### config.mk
export PLATFORM = sky130hd
export DESIGN_NAME = fp_result_pack
export DESIGN_NICKNAME = d
export VERILOG_FILES = /design/src/rtl/fp_pkg.sv /design/src/rtl/fp_round_classify.sv /design/src/rtl/fp_result_pack.sv
export SDC_FILE = /design/constraint.sdc
export NUM_CORES = 1
export LEC_CHECK = 0
export ABC_AREA = 0
export CORE_UTILIZATION = 47
export CTS_CLUSTER_SIZE = 16
export DETAILED_ROUTE_END_ITERATION = 7
export PLACE_DENSITY = 0.82
export REMOVE_ABC_BUFFERS = 1
export SLEW_MARGIN = 30
export SYNTH_ARGS = -nofsm -noshare
export SYNTH_HDL_FRONTEND = slang
export SYNTH_SLANG_ARGS = --single-unit
export TNS_END_PERCENT = 10
### constraint.sdc
create_clock -name clock -period 2 [get_ports clock]
set_clock_uncertainty 0.15 [all_clocks]
set_input_delay 0.4 -clock clock [delete_from_list [all_inputs] [get_ports clock]]
set_output_delay 0.4 -clock clock [all_outputs]
set_load 0.05 [all_outputs]
### src/rtl/fp_pkg.sv
// rtl/fp_pkg.sv - shared FP result-packing constants and helpers
package fp_pkg;

  localparam int FP_EXP_W = 8;
  localparam int FP_MAN_W = 23;

  localparam int STATUS_INEXACT   = 0;
  localparam int STATUS_UNDERFLOW = 1;
  localparam int STATUS_OVERFLOW  = 2;
  localparam int STATUS_INVALID   = 3;

  localparam int ROUND_RNE   = 0;
  localparam int ROUND_TRUNC = 1;

  // Unsigned magnitude of +inf, right-aligned in 64 bits; callers slice to width.
  function automatic logic [63:0] inf_word(input int exp_w, input int man_w);
    return ((64'd1 << exp_w) - 64'd1) << man_w;
  endfunction

  function automatic logic [63:0] qnan_word(input int exp_w, input int man_w);
    return inf_word(exp_w, man_w) | (64'd1 << (man_w - 1));
  endfunction

endpackage

### src/rtl/fp_round_classify.sv
// rtl/fp_round_classify.sv - combinational round, classify and pack of an unpacked FP result
module fp_round_classify
  import fp_pkg::*;
#(
  parameter int EXP_W      = FP_EXP_W,
  parameter int MAN_W      = FP_MAN_W,
  parameter int ROUND_MODE = ROUND_RNE
) (
  input  logic                 sign,
  input  logic [EXP_W+1:0]     exponent,
  input  logic [MAN_W+3:0]     significand,
  input  logic                 nan,
  input  logic                 inf,
  output logic [EXP_W+MAN_W:0] word,
  output logic [3:0]           status
);

  localparam int W = 1 + EXP_W + MAN_W;
  localparam logic [63:0] QNAN64 = qnan_word(EXP_W, MAN_W);
  localparam logic [63:0] INF64  = inf_word(EXP_W, MAN_W);
  localparam logic [W-2:0] QNAN_MAG = QNAN64[W-2:0];
  localparam logic [W-2:0] INF_MAG  = INF64[W-2:0];
  localparam logic signed [EXP_W+2:0] E_MAX = signed'({3'b000, {EXP_W{1'b1}}});

  logic                    hidden, lsb, guard_bit, round_bit, sticky_bit;
  logic                    round_up, inexact, carry, is_zero;
  logic [MAN_W+1:0]        sum;
  logic [MAN_W-1:0]        frac_r;
  logic signed [EXP_W+2:0] e_post;

  assign hidden     = significand[MAN_W+3];
  assign lsb        = significand[3];
  assign guard_bit  = significand[2];
  assign round_bit  = significand[1];
  assign sticky_bit = significand[0];

  assign round_up = (ROUND_MODE == ROUND_RNE) ? (guard_bit & (round_bit | sticky_bit | lsb)) : 1'b0;
  assign inexact  = guard_bit | round_bit | sticky_bit;
  assign is_zero  = (significand == '0);

  // One extra bit catches the carry to 2.0; the exponent gets one extra bit so +1 cannot wrap.
  assign sum    = {1'b0, significand[MAN_W+3:3]} + {{(MAN_W+1){1'b0}}, round_up};
  assign carry  = sum[MAN_W+1];
  assign frac_r = carry ? '0 : sum[MAN_W-1:0];
  assign e_post = signed'({exponent[EXP_W+1], exponent}) + signed'({{(EXP_W+2){1'b0}}, carry});

  always_comb begin
    word   = {sign, e_post[EXP_W-1:0], frac_r};
    status = '0;
    status[STATUS_INEXACT] = inexact;
    if (nan) begin
      word   = {1'b0, QNAN_MAG};
      status = '0;
      status[STATUS_INVALID] = 1'b1;
    end else if (inf) begin
      word   = {sign, INF_MAG};
      status = '0;
    end else if (is_zero) begin
      word   = {sign, {(W-1){1'b0}}};
      status = '0;
    end else if (!e_post[EXP_W+2] && (e_post >= E_MAX)) begin
      word   = {sign, INF_MAG};
      status = '0;
      status[STATUS_OVERFLOW] = 1'b1;
      status[STATUS_INEXACT]  = 1'b1;
    end else if (e_post[EXP_W+2] || (e_post == '0) || !hidden) begin
      word   = {sign, {(W-1){1'b0}}};
      status = '0;
      status[STATUS_UNDERFLOW] = 1'b1;
      status[STATUS_INEXACT]   = 1'b1;
    end
  end

endmodule

### src/rtl/fp_result_pack.sv
// rtl/fp_result_pack.sv - FP result rounding/packing stage with 2-entry skid buffer
module fp_result_pack
  import fp_pkg::*;
#(
  parameter int EXP_W      = FP_EXP_W,
  parameter int MAN_W      = FP_MAN_W,
  parameter int ROUND_MODE = ROUND_RNE
) (
  input  logic                 clock,
  input  logic                 resetn,
  input  logic                 in_valid,
  output logic                 in_ready,
  input  logic                 in_sign,
  input  logic [EXP_W+1:0]     in_exponent,
  input  logic [MAN_W+3:0]     in_significand,
  input  logic                 in_nan,
  input  logic                 in_inf,
  output logic                 out_valid,
  input  logic                 out_ready,
  output logic [EXP_W+MAN_W:0] fp_out,
  output logic [3:0]           status
);

  localparam int W = 1 + EXP_W + MAN_W;

  logic [W-1:0] rc_word, main_word, skid_word;
  logic [3:0]   rc_status, main_status, skid_status;
  logic         main_valid, skid_valid;
  logic         push, pop;

  fp_round_classify #(
    .EXP_W      (EXP_W),
    .MAN_W      (MAN_W),
    .ROUND_MODE (ROUND_MODE)
  ) u_round_classify (
    .sign        (in_sign),
    .exponent    (in_exponent),
    .significand (in_significand),
    .nan         (in_nan),
    .inf         (in_inf),
    .word        (rc_word),
    .status      (rc_status)
  );

  // in_ready depends only on a flop, so back-pressure never has a combinational path upstream.
  assign in_ready = !skid_valid;
  assign push     = in_valid & in_ready;
  assign pop      = main_valid & out_ready;

  always_ff @(posedge clock or negedge resetn) begin
    if (!resetn) begin
      main_valid  <= 1'b0;
      skid_valid  <= 1'b0;
      main_word   <= '0;
      main_status <= '0;
      skid_word   <= '0;
      skid_status <= '0;
    end else if (skid_valid) begin
      if (pop) begin
        main_word   <= skid_word;
        main_status <= skid_status;
        skid_valid  <= 1'b0;
      end
    end else if (push) begin
      if (!main_valid || pop) begin
        main_word   <= rc_word;
        main_status <= rc_status;
        main_valid  <= 1'b1;
      end else begin
        skid_word   <= rc_word;
        skid_status <= rc_status;
        skid_valid  <= 1'b1;
      end
    end else if (pop) begin
      main_valid <= 1'b0;
    end
  end

  assign out_valid = main_valid;
  assign fp_out    = main_word;
  assign status    = main_status;

endmodule

# Word level (Yosys, flattened, before mapping)
# Index checks and enable logic that the tools add are counted.
# totals
regBits	74
latchBits	0
mem_bits_rw	0
romBits	0
inputBits	44
out_inout_bits	38
elab_cells	62
mem_count	0
# classes
n_addsub	2
multipliers	0
div_mod_pow	0
n_lt_le_gt_ge	1
eq_ne	2
shift	0
muxes	26
bitwise	9
n_reduce_logical	16
# ops
op	count
two-way mux 32 bit	5
two-way mux 31 bit	4
two-way mux 4 bit	8
zero test 27 bit	1
adder 24 x 1 -> 25 bit	1
two-way mux 23 bit	1
adder 10 x 2 -> 11 bit	1
>= comparator 11 x 9 -> 1 bit, second input constant	1
zero test 11 bit	1
AND reduction 3 bit	3
two-way mux 1 bit	7
nonzero test 2 bit	3
zero test 1 bit	4
inequality test 2 x 1 -> 1 bit, second input constant	2
bitwise OR 1 bit	4
bitwise AND 1 bit	3
logical OR 1 bit	3
two-way mux 2 bit	1
NOT 1 bit	2
logical AND 1 bit	1

# Depth between registers and ports, before layout
# Gate-level depths: netlist of the first run.
# logic_depth
depth_word	16
ltp_mapped	14
mapped_depth_nobuf	12

# By module
# A second synthesis of the first run with hierarchy kept.
# hier_totals
cells_unflattened	381
area_unflattened_um2	4464.3
# modules_own_cells
module	n_inst	cells_each	area_per_inst_um2	seq_area_each_um2
fp_result_pack	1	202	3220.6	1851.8
fp_round_classify	1	179	1243.7	0.0

# Worst setup path after synthesis of the first run
# OpenSTA, ideal clock, no wires.
# synth_path
path_type	input to register
from	in in_significand[5]
to	reg main_word[23] (netlist: fp_out[23])
setup_time_ns	0.078
arrival_time_ns	3.423
t_required_ns	1.772
setup_slack_ns	-1.651
stages	14
path_buffers	3
path_cell_list	clkbuf_1 and4_1 clkbuf_1 nand4_1 nor4_1 ha_1 ha_1 nand3_2 or3_4 a2111oi_4 a2111oi_4 buf_6 o21a_1 a21oi_1
# synth_via
elab_chain_len	13
word_cells_on_any_way	17
classes_between	add/sub: 2; order compare: 1; mux: 8; reduce/logical: 6
# synth_rtl
item	line_no	rtl
start, declared	fp_result_pack.sv:15	input logic [MAN_W+3:0] in_significand,
branches (longest 7 deep; another with adder 24 x 1 -> 25 bit)	-	
two-way mux 31 bit (*)	fp_round_classify.sv:58	end else if (is_zero) begin
two-way mux 31 bit (*)	fp_round_classify.sv:55	end else if (inf) begin
two-way mux 32 bit (*)	fp_round_classify.sv:51	if (nan) begin
two-way mux 32 bit (*)	fp_result_pack.sv:65	if (!main_valid || pop) begin
two-way mux 32 bit (*)	fp_result_pack.sv:64	end else if (push) begin
two-way mux 32 bit (*)	fp_result_pack.sv:58	end else if (skid_valid) begin
end signal, assigned	fp_result_pack.sv:60	main_word <= skid_word;
end signal, assigned	fp_result_pack.sv:66	main_word <= rc_word;
end, declared	fp_result_pack.sv:26	logic [W-1:0] rc_word, main_word, skid_word;
# Every way passes the cells marked *. The select of a mux whose other input is x is not followed.
# A chain may end at the register's enable or synchronous reset.

# Worst setup path after layout of the first run
# layout_path
from	in in_significand[10]
to	reg skid_word[1]
# layout_via
elab_chain_len	10
word_cells_on_any_way	15
classes_between	add/sub: 2; order compare: 1; mux: 6; reduce/logical: 6
# layout_rtl
item	line_no	rtl
branches (longest 7 deep; another with adder 24 x 1 -> 25 bit)	-	
two-way mux 31 bit (*)	fp_round_classify.sv:58	
two-way mux 31 bit (*)	fp_round_classify.sv:55	
two-way mux 32 bit (*)	fp_round_classify.sv:51	
end signal, assigned	fp_result_pack.sv:70	skid_word <= rc_word;
end, declared	fp_result_pack.sv:26	
# Every way passes the cells marked *.

==> results_dict.tcl, run 1 <==
set metrics [dict create \
    min_from "in_significand[20]" \
    initial_core_util_pct 49.38 \
    slew_violations 0 \
    cts_tree "done" \
    drive_above_1_share_pct 38.27 \
    grt_max_degree 52 \
    io_buffers 81 \
    critPathMaxFanout 7 \
    seq_area_frac_synth_pct 44.74 \
    worst_pin_slew_ps 648.7 \
    p_per_area_nw_per_um2 929.2 \
    grt_pass1_vias 4513 \
    synthesis.area_um2 4139 \
    rsz0062_at_grt "true" \
    worst_slew_margin_rel_pct 56.75 \
    max_cap_viol_count 0 \
    drc 0 \
    clock.fmax_mhz 318.6 \
    grt_overflow_total 0 \
    required_ps 2090 \
    num-nets-final 677 \
    dieArea_um2 9185 \
    htree_num_levels 3 \
    first_iter_violations 282 \
    ys_ff_latch 74 \
    fillCellCount 573 \
    synthCells 458 \
    r2r_setup_slack_ps 140 \
    final_area_um2 6240 \
    dpl.hpwl_um 8980 \
    holdCritPathClass "in -> reg" \
    min_to "fp_out[17]" \
    cp.buffers_inverters 6 \
    post-route-min-period_ps 3139 \
    worstSetupPathType "in -> reg" \
    setup_viol 69 \
    antennaDiodeCount 0 \
    rows 33 \
    rr_worst_depth 6 \
    yosys_warnings 0 \
    critical-path-max-stage-delay_ps 400 \
    fin_ws_ps -1139 \
    timing.rr.start "skid_valid" \
    core_area_um2 8382 \
    p_total_mw 5.798 \
    grt_first_pass_wirelength_um 21160 \
    critPathTopFamily "simple AND/OR/NAND/NOR gates" \
    track_usage_pct 30.43 \
    wire_per_inst_um 18.19 \
    ant_nets 0 \
    violations "negative setup slack" \
    placed_area_um2 5640 \
    finalHoldViolations 0 \
    ys_types 49 \
    reg2reg_to "fp_out[2]" \
    synth_edf_count 0 \
    crit_top_cell "buf_4" \
    antenna_found_initial 0 \
    io_pins 82 \
    cp_cell_sequence "clkdlybuf4s15_2, and2_4, nand4_1, nor4_2, buf_4, ha_4, buf_4, nand3_2, xor2_2, buf_4, nor4b_1, nand2_1, nand4_4, buf_12, buf_16, o31ai_2" \
    synth_flop_cell "dfrtp_1" \
    arrival_ps 3230 \
    whs_ps 304.4 \
    clock_latency_ps 360 \
    worst_setup_path_end_kind "register" \
    whs_path_depth 4 \
    cp-start-kind "primary input" \
    die_h_um 95.84 \
    ir_worst_vdd_v 0.001039 \
    via_per_inst 5.961 \
    root_buffer "clkbuf_8" \
    syn_area_per_cell_um2 9.037 \
    dr_total_vias 4411 \
    globalplace.congestion 0.9105 \
    wirelength_um 13460 \
    clk_pin_slew_ps 90 \
    die_w_um 95.84 \
    leakagePower_nw 2.796 \
    async_reset_ff_share_pct 100.0 \
    clock_path_buffers 2 \
    cp_slowest_cell "nor4b_1" \
    period_share_pct 156.9 \
    area_growth_pct 50.76 \
    status "complete, but fails checks" \
    drt_pre_antenna_iters 7 \
    clock-sinks 74 \
    preCtsSetupSlack_ps -2041 \
    cts_buffers 9 \
]
## power breakdown
part / leakage (nW) / internal (mW) / switching (mW) / total (mW)
Combinational: 1.74 / 0.822 / 1.63 / 2.45
Clock: 0.111 / 0.713 / 0.628 / 1.34
Sequential: 0.944 / 1.79 / 0.213 / 2.00
Total: 2.80 / 3.33 / 2.47 / 5.80
## what timing repair did
action / 4_1_cts / 5_1_grt
hold endpoints to repair: 23 / 0
pin swaps: 20 / 16
setup endpoints to repair: 69 / 69
setup buffers: 9 / 4
gates resized for setup: 131 / 29
hold buffers: 1 / 0
gates cloned: 1 / 0
## synth_stat cells, drive strengths merged, types with 2 or more instances
library cell	count	share of area (%)
a2111oi	3	1.5
or2	2	0.30
and4	4	0.85
buf	5	1.1
xnor2	11	2.3
and2	3	0.45
o22ai	2	0.30
nor4	9	1.4
a21o	2	0.36
nand3	15	2.2
and3	24	3.6
a21oi	47	5.7
dfrtp	74	45
ha	3	0.91
inv	8	0.73
nand2	65	5.9
o21a	2	0.36
nor2	28	2.5
xor2	16	3.4
nand2b	2	0.30
o21ai	29	3.6
nor3	8	0.97
nand4	14	2.5
mux2i	2	0.48
nor2b	2	0.30
clkbuf	23	2.1
or3	8	1.3
o31ai	36	7.5
## kinds of logic after synthesis
family | synth area share, %
fa+ha+maj | 0.9070
compound gates | 21.01
simple gates | 23.16
mux | 0.4837
buf+inv | 3.990
xor+xnor | 5.713
flops | 44.74
## metrics by stage
stage / setup TNS, ps / cells / utilization (%)
3_5_place_dp: -131920 / 713 / 67.29
3_3_place_gp: -122890 / 713 / 67.29
2_1_floorplan: -103250 / 430 / -
6_report: -71700 / 740 / 74.44
5_1_grt: -75680 / 740 / 74.44
4_1_cts: -61390 / 737 / 72.85
## metal layers
metal,vias up,share of wire [%],GRT usage (%)
met4,0,3.6,14.55
met1,2117,39,37.85
met5,-,0,0
met3,53,7.3,5.766
met2,235,50,50.89
li1,2006,-,-
## cells in the final DEF, fill, tap and decap left out, types with 3 or more instances in the layout
cell type,netlist,layout
a21oi_1,47,36
a21oi_2,0,11
and2_4,0,3
and3_1,24,24
buf_12,0,5
buf_2,1,9
buf_4,1,134
buf_6,3,10
clkbuf_8,0,9
clkdlybuf4s15_2,0,4
clkdlybuf4s50_1,0,17
dfrtp_1,74,74
dlygate4sd2_1,0,6
ha_4,0,3
inv_1,8,7
inv_6,0,3
nand2_1,65,65
nand3_1,12,9
nand3_2,3,4
nand4_1,13,13
nor2_1,28,27
nor3_1,8,8
nor4_1,9,8
o21ai_0,27,12
o21ai_1,1,14
o31ai_1,28,17
o31ai_2,8,14
o31ai_4,0,5
or3_1,7,7
xnor2_1,11,11
xor2_1,16,14
## worst register-to-register path: stages (launching register included)
cell	delay [ps]
dfrtp_1	430
nand2b_1	230
nand2_1	100
nand2_1	180
buf_4	270
a21oi_1	270
o31ai_4	110
## how the worst max path moves through the flow
stage,from,end,slack [ps],cells after the start
after floorplan,in_significand[3],skid_word[0],-1710,12
after global routing,in_significand[10],fp_out[6],-1220,15
after global placement,in_significand[2],fp_out[24],-1860,15
after detailed placement,in_significand[2],skid_word[0],-2040,15
final,in_significand[10],skid_word[1],-1140,16
after CTS,in_significand[21],fp_out[0],-990,14
## layout make-up
class / count / area [um^2] / share of cell area, %
Multi-Input combinational cell: 348 / 2415 / 38.70
Inverter: 8 / 30.03 / 0.4813
Clock buffer: 9 / 123.9 / 1.985
Sequential cell: 74 / 1852 / 29.68
Clock inverter: 7 / 98.84 / 1.584
Tap cell: 105 / 131.4 / 2.105
Timing Repair Buffer: 189 / 1589 / 25.47
## state kept, by name (all words and copies together) (netlist names)
register,cells
fp_out,32
skid_word,32
skid_status,4
status,4
out_valid,1
skid_valid,1
No activity file was read; power rests on OpenSTA's default activity.
==> run 2: changes to the inputs <==
Settings changed: CORE_UTILIZATION 47 to 49, CTS_BUF_LIST from default to sky130_fd_sc_hd__clkbuf_4, PLACE_DENSITY 0.82 to 0.84.
==> run 2 against run 1 <==
- the run still ends with negative setup slack left
- global-route usage grew 1.2 points
- core utilization grew 0.93 points
- routed wire length grew 0.88%
- sequential share of layout area grew 0.37 points
- register-to-register slack lost 40 ps
- power shrank 5.4%
- critical path depth is the same
- critical path type unchanged
- largest power group unchanged
==> results_dict.tcl, run 2 (synthesis gave the netlist of run 1 again) <==
set metrics [dict create \
    post-route-min-period_ps 3144 \
    final_area_um2 6162 \
    clock.fmax_mhz 318.0 \
    globalplace.congestion 0.9221 \
    clock_path_buffers 2 \
    cts_buffers 9 \
    num-nets-final 680 \
    drt_pre_antenna_iters 5 \
    worst_pin_slew_ps 603.1 \
    grt_first_pass_wirelength_um 21250 \
    ir_worst_vdd_v 0.0009724 \
    initial_core_util_pct 50.63 \
    io_buffers 81 \
    cp-start-kind "primary input" \
    power_frac_seq_pct 36.4 \
    worst_setup_path_end_kind "register" \
    core_area_um2 8175 \
    rsz0062_at_grt "true" \
    clock-sinks 74 \
    drc 0 \
    clk_pin_slew_ps 140 \
    die_w_um 93.91 \
    finalHoldViolations 0 \
    p_per_area_nw_per_um2 890.6 \
    cp.buffers_inverters 5 \
    p_total_mw 5.488 \
    antenna_found_initial 0 \
    wire_per_inst_um 18.27 \
    max_cap_viol_count 0 \
    period_share_pct 157.2 \
    placed_cells 714 \
    track_usage_pct 31.58 \
    wirelength_um 13580 \
    critPathTopFamily "simple AND/OR/NAND/NOR gates" \
    critPathMaxFanout 5 \
    htree_num_levels 3 \
    final_cell_count_no_fill 743 \
    ant_nets 0 \
    setup_viol 69 \
    worstSetupPathType "in -> reg" \
    first_iter_violations 328 \
    drive_above_1_share_pct 39.50 \
    clkPwrFrac_pct 17.8 \
    grt_max_degree 52 \
    fin_util_pct 75.38 \
    dr_total_vias 4487 \
    io_pins 82 \
    critical-path-max-stage-delay_ps 430 \
    grt_pass1_vias 4391 \
    cts_tree "done" \
    share_comb_of_total_power_pct 45.8 \
    antennaDiodeCount 0 \
    rows 33 \
    die_h_um 93.91 \
    dieArea_um2 8818 \
    fin_ws_ps -1144 \
    clock_latency_ps 430 \
    holdCritPathClass "in -> async" \
    arrival_ps 3380 \
    status "complete, but fails checks" \
    leakagePower_nw 2.788 \
    dpl.hpwl_um 9192 \
    cp_cell_sequence "buf_2, and4_4, nand4_1, nor4_2, buf_4, ha_4, ha_4, nand3_4, or3_4, a2111oi_4, a2111oi_4, buf_4, buf_6, buf_6, o21a_4, a21oi_1" \
    required_ps 2230 \
    via_per_inst 6.039 \
    setup_tns_ps -68800 \
    swShare_pct 44.52 \
    root_buffer "clkbuf_4" \
    area_growth_pct 48.88 \
    violations "negative setup slack" \
    slew_violations 0 \
    internal_power_mw 3.045 \
    worst_slew_margin_rel_pct 59.79 \
    placed_area_um2 5635 \
    grt_overflow_total 0 \
    cp_slowest_cell "a2111oi_4" \
    power_switching_mw 2.443 \
    mostFrequentLayoutCell "buf_4" \
    final_cell_mix "buf_4 (137), dfrtp_1 (74), nand2_1 (64)" \
]
[run 2: cell types whose count changed in the layout (fill, tap and decap cells not counted), sizes merged]
cell,before,now
clkinvlp,1,2
inv,11,8
clkbuf,10,13
clkinv,1,3
bufbuf,0,1
bufinv,2,1
[run 2: power by group through the flow]
stage | Clock, mW | Combinational, mW | Sequential (mW)
2_1_floorplan | 0 | 0.719 | 2.53
3_3_place_gp | 0 | 2.28 | 2.00
3_5_place_dp | 0 | 2.35 | 2.00
4_1_cts | 0.962 | 2.43 | 1.98
5_1_grt | 1.05 | 2.66 | 2.03
6_report | 0.976 | 2.51 | 2.00
[run 2: final cells by class]
type                       count  area (um^2)
clock inverter                 6        65.06
clock buffer                  10        75.07
inverter                       8        33.78
fill                         555         2013
tap                          105        131.4
sequential                    74         1852
timing repair buffer         192         1597
multi-input combinational    348         2409
[run 2: what timing repair did]
action,in CTS,in global routing
hold buffers,1,0
hold endpoints to repair,32,0
pin swaps,39,17
buffers inserted,10,3
setup endpoints to repair,69,69
cloned,1,0
gates resized for setup,128,33
[run 2: stage by stage]
stage	setup WS, ps	hold slack (ps)
global route	-1252	216.3
global placement	-1853	148.7
detailed placement	-2055	158.2
CTS	-1036	212.8
floorplan	-1706	-45.59
finish	-1144	214.3
[run 2: worst register-to-register path: cells and delay by family (launching register included)]
kind                   cells  cell delay (ps)
AOI/OAI and AO/OA          2              330
DFF                        1              470
and+or+nand+nor            3              580
buffers and inverters      1              280
[run 2: metal layers]
layer	track usage (%)	part of all wire, %
met3	4.531	6.8
met2	56.14	52
met5	0	0
met4	13.46	3.5
met1	37.90	38
[run 2: worst paths after layout]
check	start	end	slack, ps	cells past startpoint
min in group clock	in_significand[22]	fp_out[19]	220	4
setup reg to reg	skid_valid	fp_out[4]	100	6
max in group asynchronous	resetn	skid_word[21]	870	3
hold reg to reg	skid_word[19]	skid_word[19]	340	2
hold / removal	resetn	fp_out[3]	210	2
setup / recovery	in_significand[5]	skid_word[24]	-1140	16
